$ cat src/rtl/mode_counter_if.sv
// rtl/mode_counter_if.sv - control/status bundle for mode_counter
interface mode_counter_if #(
    parameter int WIDTH = 8
);
    logic             enable;
    logic             dir;
    logic             one_shot;
    logic             load;
    logic [WIDTH-1:0] max_in;
    logic [WIDTH-1:0] count;
    logic             tc;
    logic             trig_out;
    logic             done;

    modport master (
        output enable, dir, one_shot, load, max_in,
        input  count, tc, trig_out, done
    );

    modport slave (
        input  enable, dir, one_shot, load, max_in,
        output count, tc, trig_out, done
    );
endinterface

$ cat src/rtl/mode_counter.sv
// rtl/mode_counter.sv - up/down modulo counter with load, one-shot halt and cascade trigger
module mode_counter #(
    parameter int WIDTH       = 8,
    parameter int DEFAULT_MAX = 200,
    parameter int TRIG_MODE   = 0
) (
    input  logic          clk_i,
    input  logic          rst_i,
    mode_counter_if.slave bus_io
);
    localparam logic [0:0]       ST_RUN  = 1'b0;
    localparam logic [0:0]       ST_HALT = 1'b1;
    localparam logic [WIDTH-1:0] MAX_RST = WIDTH'(DEFAULT_MAX);

    logic [WIDTH-1:0] count_q = '0;
    logic [WIDTH-1:0] max_q   = MAX_RST;
    logic [0:0]       state_q = ST_RUN;
    logic             tc_q    = 1'b0;
    logic             trig_q  = 1'b0;

    logic [WIDTH-1:0] count_d;
    logic [WIDTH-1:0] max_d;
    logic [0:0]       state_d;
    logic             tc_d;
    logic             trig_d;
    logic             at_end;

    // Terminal value depends on direction: top of range going up, zero going down
    assign at_end = bus_io.dir ? (count_q == '0) : (count_q == max_q);

    always_comb begin
        count_d = count_q;
        max_d   = max_q;
        state_d = state_q;
        tc_d    = 1'b0;
        if (bus_io.load) begin
            max_d   = bus_io.max_in;
            count_d = bus_io.dir ? bus_io.max_in : '0;
            state_d = ST_RUN;
        end else if (state_q == ST_RUN && bus_io.enable) begin
            if (at_end) begin
                tc_d = 1'b1;
                if (bus_io.one_shot) begin
                    state_d = ST_HALT;
                end else begin
                    count_d = bus_io.dir ? max_q : '0;
                end
            end else begin
                count_d = bus_io.dir ? count_q - 1'b1 : count_q + 1'b1;
            end
        end
    end

    // Toggle mode flips on every terminal event; pulse mode mirrors TC
    generate
        if (TRIG_MODE == 0) begin : g_toggle
            assign trig_d = trig_q ^ tc_d;
        end else begin : g_pulse
            assign trig_d = tc_d;
        end
    endgenerate

    always_ff @(posedge clk_i) begin
        if (rst_i) begin
            count_q <= '0;
            max_q   <= MAX_RST;
            state_q <= ST_RUN;
            tc_q    <= 1'b0;
            trig_q  <= 1'b0;
        end else begin
            count_q <= count_d;
            max_q   <= max_d;
            state_q <= state_d;
            tc_q    <= tc_d;
            trig_q  <= trig_d;
        end
    end

    assign bus_io.count    = count_q;
    assign bus_io.tc       = tc_q;
    assign bus_io.trig_out = trig_q;
    assign bus_io.done     = (state_q == ST_HALT);
endmodule

$ cat src/flat_wrapper.sv
// flat-port wrapper written by rule: the top's interface ports become plain ports
module mode_counter_flat 
#(
    parameter int WIDTH       = 8,
    parameter int DEFAULT_MAX = 200,
    parameter int TRIG_MODE   = 0
)
  (clk_i, rst_i, bus_io_enable, bus_io_dir, bus_io_one_shot, bus_io_load, bus_io_max_in, bus_io_count, bus_io_tc, bus_io_trig_out, bus_io_done);
  mode_counter_if #(.WIDTH(WIDTH)) bus_io_i ();
  input  logic clk_i;
  input  logic rst_i;
  input wire logic [$bits(bus_io_i.enable)-1:0] bus_io_enable;
  input wire logic [$bits(bus_io_i.dir)-1:0] bus_io_dir;
  input wire logic [$bits(bus_io_i.one_shot)-1:0] bus_io_one_shot;
  input wire logic [$bits(bus_io_i.load)-1:0] bus_io_load;
  input wire logic [$bits(bus_io_i.max_in)-1:0] bus_io_max_in;
  output wire logic [$bits(bus_io_i.count)-1:0] bus_io_count;
  output wire logic [$bits(bus_io_i.tc)-1:0] bus_io_tc;
  output wire logic [$bits(bus_io_i.trig_out)-1:0] bus_io_trig_out;
  output wire logic [$bits(bus_io_i.done)-1:0] bus_io_done;
  assign bus_io_i.enable = bus_io_enable;
  assign bus_io_i.dir = bus_io_dir;
  assign bus_io_i.one_shot = bus_io_one_shot;
  assign bus_io_i.load = bus_io_load;
  assign bus_io_i.max_in = bus_io_max_in;
  assign bus_io_count = bus_io_i.count;
  assign bus_io_tc = bus_io_i.tc;
  assign bus_io_trig_out = bus_io_i.trig_out;
  assign bus_io_done = bus_io_i.done;
  mode_counter #(.WIDTH(WIDTH), .DEFAULT_MAX(DEFAULT_MAX), .TRIG_MODE(TRIG_MODE)) u_core (.clk_i(clk_i), .rst_i(rst_i), .bus_io(bus_io_i));
endmodule
$ cat config.mk
export PLATFORM = sky130hd
export DESIGN_NAME = mode_counter_flat
export DESIGN_NICKNAME = d
export VERILOG_FILES = /design/src/rtl/mode_counter_if.sv /design/src/rtl/mode_counter.sv /design/src/flat_wrapper.sv
export SDC_FILE = /design/constraint.sdc
export NUM_CORES = 1
export LEC_CHECK = 0
export CAP_MARGIN = 20
export CORE_UTILIZATION = 50
export DETAILED_ROUTE_END_ITERATION = 12
export PLACE_DENSITY = 0.82
export SYNTH_ARGS = -nofsm -noshare
export SYNTH_HDL_FRONTEND = slang
export SYNTH_SLANG_ARGS = --single-unit
$ cat constraint.sdc
create_clock -name clk_i -period 3 [get_ports clk_i]
set_input_delay 0.6 -clock clk_i [delete_from_list [all_inputs] [get_ports clk_i]]
set_output_delay 0.6 -clock clk_i [all_outputs]
set_load 0.1 [all_outputs]
== Word level (Yosys, flattened, before mapping) ==
Index checks and enable logic that the tools add are counted.
Widths: inputs -> output; s select.

* Register bits after elaboration: 19
* Input bits: 14
* Word-level logic and storage cells: 28

* $add $sub $neg: 2
* Eq/ne operators: 2
* Mux-type cells: 11
* Bitwise gates (word level): 2
* Reduce and logical (&&, ||, !) cells: 6

{| class="wikitable"
|+ Operators with widths
! kind !! number
|-
| $mux 8 || 7
|-
| $add 8x1->8 const B || 1
|-
| $eq 8x8->1 || 1
|-
| $logic_not 8->1 || 1
|-
| $sub 8x1->8 const B || 1
|-
| $mux 1 || 4
|-
| $ne 3x3->1 const B || 1
|-
| $reduce_and 3->1 || 1
|-
| $reduce_and 2->1 || 1
|-
| $reduce_bool 2->1 || 1
|-
| $reduce_or 2->1 || 1
|-
| $logic_and 1x1->1 || 1
|-
| $not 1->1 || 1
|-
| $xor 1x1->1 || 1
|}

== Logic depth before layout (Yosys ltp) ==
* Depth in word-level cells: 6
* Mapped depth: 9
* Gate-level depth less buffers: 8

== Worst setup path after synthesis ==
No wires, ideal clock.

* Kind: register to register
* From: reg u_core.count_q[0], in the netlist u_core.bus_io.count[0]
* To: reg u_core.count_q[6], in the netlist u_core.bus_io.count[6]
* Library setup time: 141 ps
* Arrival: 2575 ps
* Data required time: 2859 ps
* Setup slack: 284 ps
* Cell stages (with the launch flop): 9
* Buffers on the path: 0
* Clock period less this slack: 2716 ps
* Path through: dfxtp_1 inv_1 fa_1 nor2b_1 o21a_1 o21ai_0 mux2_2 o21ai_0 a311oi_2

* Cells in the longest elaborated chain, start to end: 5

{| class="wikitable"
|+ RTL lines
! item !! RTL line !! RTL
|-
| start, declared || mode_counter.sv:15 || <nowiki>logic [WIDTH-1:0] count_q = '0;</nowiki>
|-
| start signal, assigned || mode_counter.sv:71 || <nowiki>count_q <= count_d;</nowiki>
|-
| $add 8x1->8 (tied with other cells) || mode_counter.sv:49 || <nowiki>count_d = bus_io.dir ? count_q - 1'b1 : count_q + 1'b1;</nowiki>
|-
| $mux 8 / $mux 1 (equally long branches) || mode_counter.sv:49, mode_counter.sv:29 ||
|-
| $mux 8 || mode_counter.sv:41 || <nowiki>if (at_end) begin</nowiki>
|-
| $mux 8 || mode_counter.sv:40 || <nowiki>end else if (state_q == ST_RUN && bus_io.enable) begin</nowiki>
|-
| $mux 8 || mode_counter.sv:36 || <nowiki>if (bus_io.load) begin</nowiki>
|}

Several ways; a longest one is shown, not always the timed one. The select of a mux whose other input is x is not followed.
A chain may end at the register's enable or synchronous reset.

== Worst setup path after layout ==
* From: in bus_io_dir
* To: reg u_core.count_q[6], in the netlist u_core.bus_io.count[6]

* Cells in the longest elaborated chain, start to end: 5

{| class="wikitable"
|+ RTL lines
! item !! RTL line !! RTL
|-
| start, declared || flat_wrapper.sv:13 || <nowiki>input wire logic [$bits(bus_io_i.dir)-1:0] bus_io_dir;</nowiki>
|-
| $mux 8 || mode_counter.sv:46 || <nowiki>count_d = bus_io.dir ? max_q : '0;</nowiki>
|-
| $mux 8 || mode_counter.sv:43 || <nowiki>if (bus_io.one_shot) begin</nowiki>
|-
| $mux 8 || mode_counter.sv:41 ||
|-
| $mux 8 || mode_counter.sv:40 ||
|-
| $mux 8 || mode_counter.sv:36 ||
|}

Several ways; a longest one is shown, not always the timed one. The select of a mux whose other input is x is not followed.

==> summary.md <==
| Metric | Value |
|---|---|
| Total Routed Length | `about 2.9 mm` |
| Core Region | `2455 sq um` |
| Max-slew headroom at the worst pin | `41.94%` |
| Launching point of the worst reg2reg path | `u_core.bus_io.count[0]` |
| Effective utilization at floorplan | `a little over half` |
| Layout Nets | `192` |
| RSZ-0062 raised after global routing | `false` |
| Mapped Nets | `167` |
| Fraction of layout instances using a drive strength above 1 | `17.06%` |
| Worst hold path endpoint | `u_core.bus_io.trig_out` |
| # Max-Cap Violations | `0` |
| Summed negative setup slack over all endpoints | `0 ns` |
| Most Frequent Cell on Critical Path | `o21ai_0` |
| Number of cells on the worst hold path | `2` |
| Largest net degree at the start of global routing | `20` |
| CTS tree | `built` |
| Routed length per instance | `~14 um` |
| Sequential element share of the synthesized area | `between 20% and 30%` |
| Wire length of the first global-routing pass | `between 4 and 5 mm` |
| Count of fill cells added during filler insertion | `206` |
| All-Layer GR Usage | `about 23%` |
| Class of the tightest hold or removal check | `register to register` |
| HPWL after DPL | `2.210 mm` |
| CTS Buf Count | `3` |
| Final setup viols | `0` |
| Transition time at the pin with the least slew margin | `0.8681 ns` |
| Post-place instance area | `1525 sq um` |
| Status | `complete, no violations` |
| Arrival time reported for the critical path endpoint | `approximately 2.7 ns` |
| Clock slew at reported path FFs | `0.12 ns` |
| Synthesized flop and latch total | `19` |
| Relative area change from synthesis to final layout | `19.81%` |
| Clk root buf | `clkbuf_4` |
| Power consumption | `830.4 uW` |
| Length of the first detailed-routing pass in iterations | `4` |
| Post-CTS Hold Buffers | `0` |
| Number of global-route vias before repair | `approximately 1100` |
| Die extent in y | `52.89 um` |
| Syn avg cell area | `8.870 sq um` |
| Fin crit share | `85.38%` |
| Overall via count from detail_route | `approximately 1200` |
| Cells after Synth | `roughly 150` |
| Number of sinks on the clock net | `19` |
| Dominant cell type by area after synthesis | `dfxtp_1` |
| EDFF count, synth | `0` |
| Synthesis Warnings | `0` |
| Most common flop cell mapped by yosys | `dfxtp_1` |
| Post-layout instance area | `1551 sq um` |
| Lkg Pwr | `about 0.00066 uW` |
| Vias per std cell | `5.875` |
| Routed Antenna Nets | `0` |
| Max Freq | `390.4 MHz` |
| Sort of element at the end of the critical path | `register` |
| Row cnt | `18` |
| Sequence of cells on the critical path | `clkdlybuf4s50_1, buf_4, ha_1, o21a_1, o21ai_0, mux2_2, o21ai_0, a311oi_2` |
| Maximum root-to-sink buffer count | `2` |
| Maximum fanout encountered on the critical timing path | `8` |
| Area fraction of the dominant cell type after synthesis | `29.37%` |
| Critical path's slowest cell | `clkdlybuf4s50_1` |
| Drt drc | `0` |
| Insertion delay to the later sink of the worst-skew pair | `0.30 ns` |
| Top cells by area in the synthesized netlist | `dfxtp_1 (29%), a311oi_2 (8.1%), xor2_1 (7.4%)` |
| Initial detailed-routing violation count | `25` |
| Min Tclk post-route | `2.562 ns` |
| Number of antenna diodes | `0` |
| I/O pin total | `25` |
| Power density cells | `535.2 nW/um^2` |
| Critical path required time | `approximately 3.2 ns` |
| Flop-to-flop setup slack | `approximately 0.81 ns` |
| Reg-to-reg critical path endpoint | `u_core.bus_io.count[6]` |
| Largest delay contributor family on the critical path | `buffers and inverters` |
| Skew final | `between 0.006 and 0.007 ns` |
| Area of the mapped netlist | `1295 sq um` |
| Synth cell count leaders | `nor2_1 (20), dfxtp_1 (19), xor2_1 (11)` |
| H-tree levels | `1` |
| Count leader, synth | `nor2_1` |
| Die ar. | `2797 sq um` |
| Post-CTS Setup Bufs | `0` |
| Max VDD drop | `0.0004174 V` |
| Count of buffering cells on the critical path with inverters included | `2` |
| Final count of hold timing violations | `0` |
| Final weighted congestion of routability-driven global placement | `0.8124` |
| Pins Over Slew Limit | `0` |
| Longest individual stage delay on the worst path | `about 0.56 ns` |
| Global route total overflow | `0` |
| HP Start | `u_core.bus_io.trig_out` |
| Class of the most critical setup path | `input pin to register` |
| Number of instances resized during post-cts repair | `0` |
| Initial antenna violation count | `0` |
| Path depth of the worst reg2reg path | `8` |
| Startpoint class of the critical path | `input pin` |
| Library cells used by synthesis | `35` |
| Die extent in x | `approximately 53 um` |
| # port buffers | `24` |
| Post-synth ARST share | `0%` |
[registers in the layout, indices dropped and copies added, names as in the netlist]
name / cells
u_core.bus_io.count: 8
u_core.max_q: 8
u_core.bus_io.done: 1
u_core.bus_io.tc: 1
u_core.bus_io.trig_out: 1
[logic make-up after synthesis]
logic type | after synthesis | synth area share (%)
buffers and inverters | 16 | 6.474
XOR/XNOR | 13 | 8.792
multiplexers | 6 | 4.734
AO/OA/AOI/OAI | 34 | 23.67
adder cells (fa/ha/maj) | 7 | 7.343
AND/OR/NAND/NOR | 51 | 19.61
flip-flops | 19 | 29.37
[layout make-up]
class	instances	area [sq um]	share of cell area (%)
Multi-Input combinational cell	111	830.8	53.55
Sequential cell	19	380.4	24.52
Timing Repair Buffer	29	250.2	16.13
Tap cell	30	37.54	2.419
Clock buffer	4	26.28	1.694
Inverter	7	26.28	1.694
[tightest hold or removal path, cell delays in order, from the launching register on]
cell and delay [ns]:
dfxtp_1 0.37, xor2_1 0.07, nor2_1 0.07
[where the power goes]
part | leakage, uW | internal [uW] | switching [uW]
combinational | 0.000486 | 139 | 247
sequential | 0.000157 | 276 | 34.0
clock | 0.0000150 | 51.8 | 83.3
[metrics by stage]
| stage | hold WS, ns | util (%) | std cells | worst slack (ns) |
|---|---|---|---|---|
| 5_1_grt | 0.5921 | 63.20 | 200 | 0.3081 |
| 4_1_cts | 0.5374 | 63.20 | 200 | 0.4411 |
| 6_report | 0.5339 | 63.20 | 200 | 0.4385 |
| 3_3_place_gp | 0.5018 | 62.13 | 196 | 0.2237 |
| 3_5_place_dp | 0.5061 | 62.13 | 196 | 0.1230 |
| 2_1_floorplan | 0.5030 | - | 146 | 0.2839 |
[cell usage in the layout, fill, tap and decap left out, types with 2 or more instances in the layout]
| cell type | Yosys | final |
|---|---|---|
| inv_1 | 7 | 7 |
| nor3_1 | 5 | 5 |
| nor2b_1 | 7 | 7 |
| mux2i_1 | 5 | 5 |
| dfxtp_1 | 19 | 19 |
| a31oi_1 | 2 | 2 |
| clkdlybuf4s50_1 | 0 | 13 |
| nor2_1 | 20 | 20 |
| a311oi_2 | 7 | 7 |
| a211o_1 | 3 | 3 |
| nand3_1 | 4 | 4 |
| o2111ai_1 | 2 | 2 |
| buf_4 | 0 | 16 |
| xnor2_1 | 2 | 2 |
| clkbuf_4 | 0 | 3 |
| o21ai_0 | 5 | 5 |
| a21oi_1 | 3 | 3 |
| nand2_1 | 5 | 5 |
| a32oi_1 | 7 | 7 |
| xor2_1 | 11 | 11 |
| nand2b_1 | 2 | 2 |
| ha_1 | 6 | 6 |
| and3_1 | 2 | 2 |
| or3_1 | 3 | 3 |
[how the worst max path moves through the flow]
stage                           start                endpoint  slack, ns  depth (start not counted)
2_1_floorplan  u_core.bus_io.count[0]  u_core.bus_io.count[6]       0.28                          8
3_3_place_gp               bus_io_dir  u_core.bus_io.count[6]       0.22                          8
3_5_place_dp               bus_io_dir  u_core.bus_io.count[6]       0.12                          8
4_1_cts                    bus_io_dir  u_core.bus_io.count[6]       0.44                          8
5_1_grt                    bus_io_dir  u_core.bus_io.count[6]       0.31                          8
6_report                   bus_io_dir  u_core.bus_io.count[6]       0.44                          8
[per-layer routing]
layer / track usage (%) / wire length (um) / vias to the layer above
met5: 0 / 0 / -
met4: 6.579 / 37 / 0
met3: 6.609 / 122 / 4
met2: 38.82 / 1431 / 27
met1: 27.81 / 1307 / 558
li1: - / - / 586
Power figures use the tool's default switching activity.
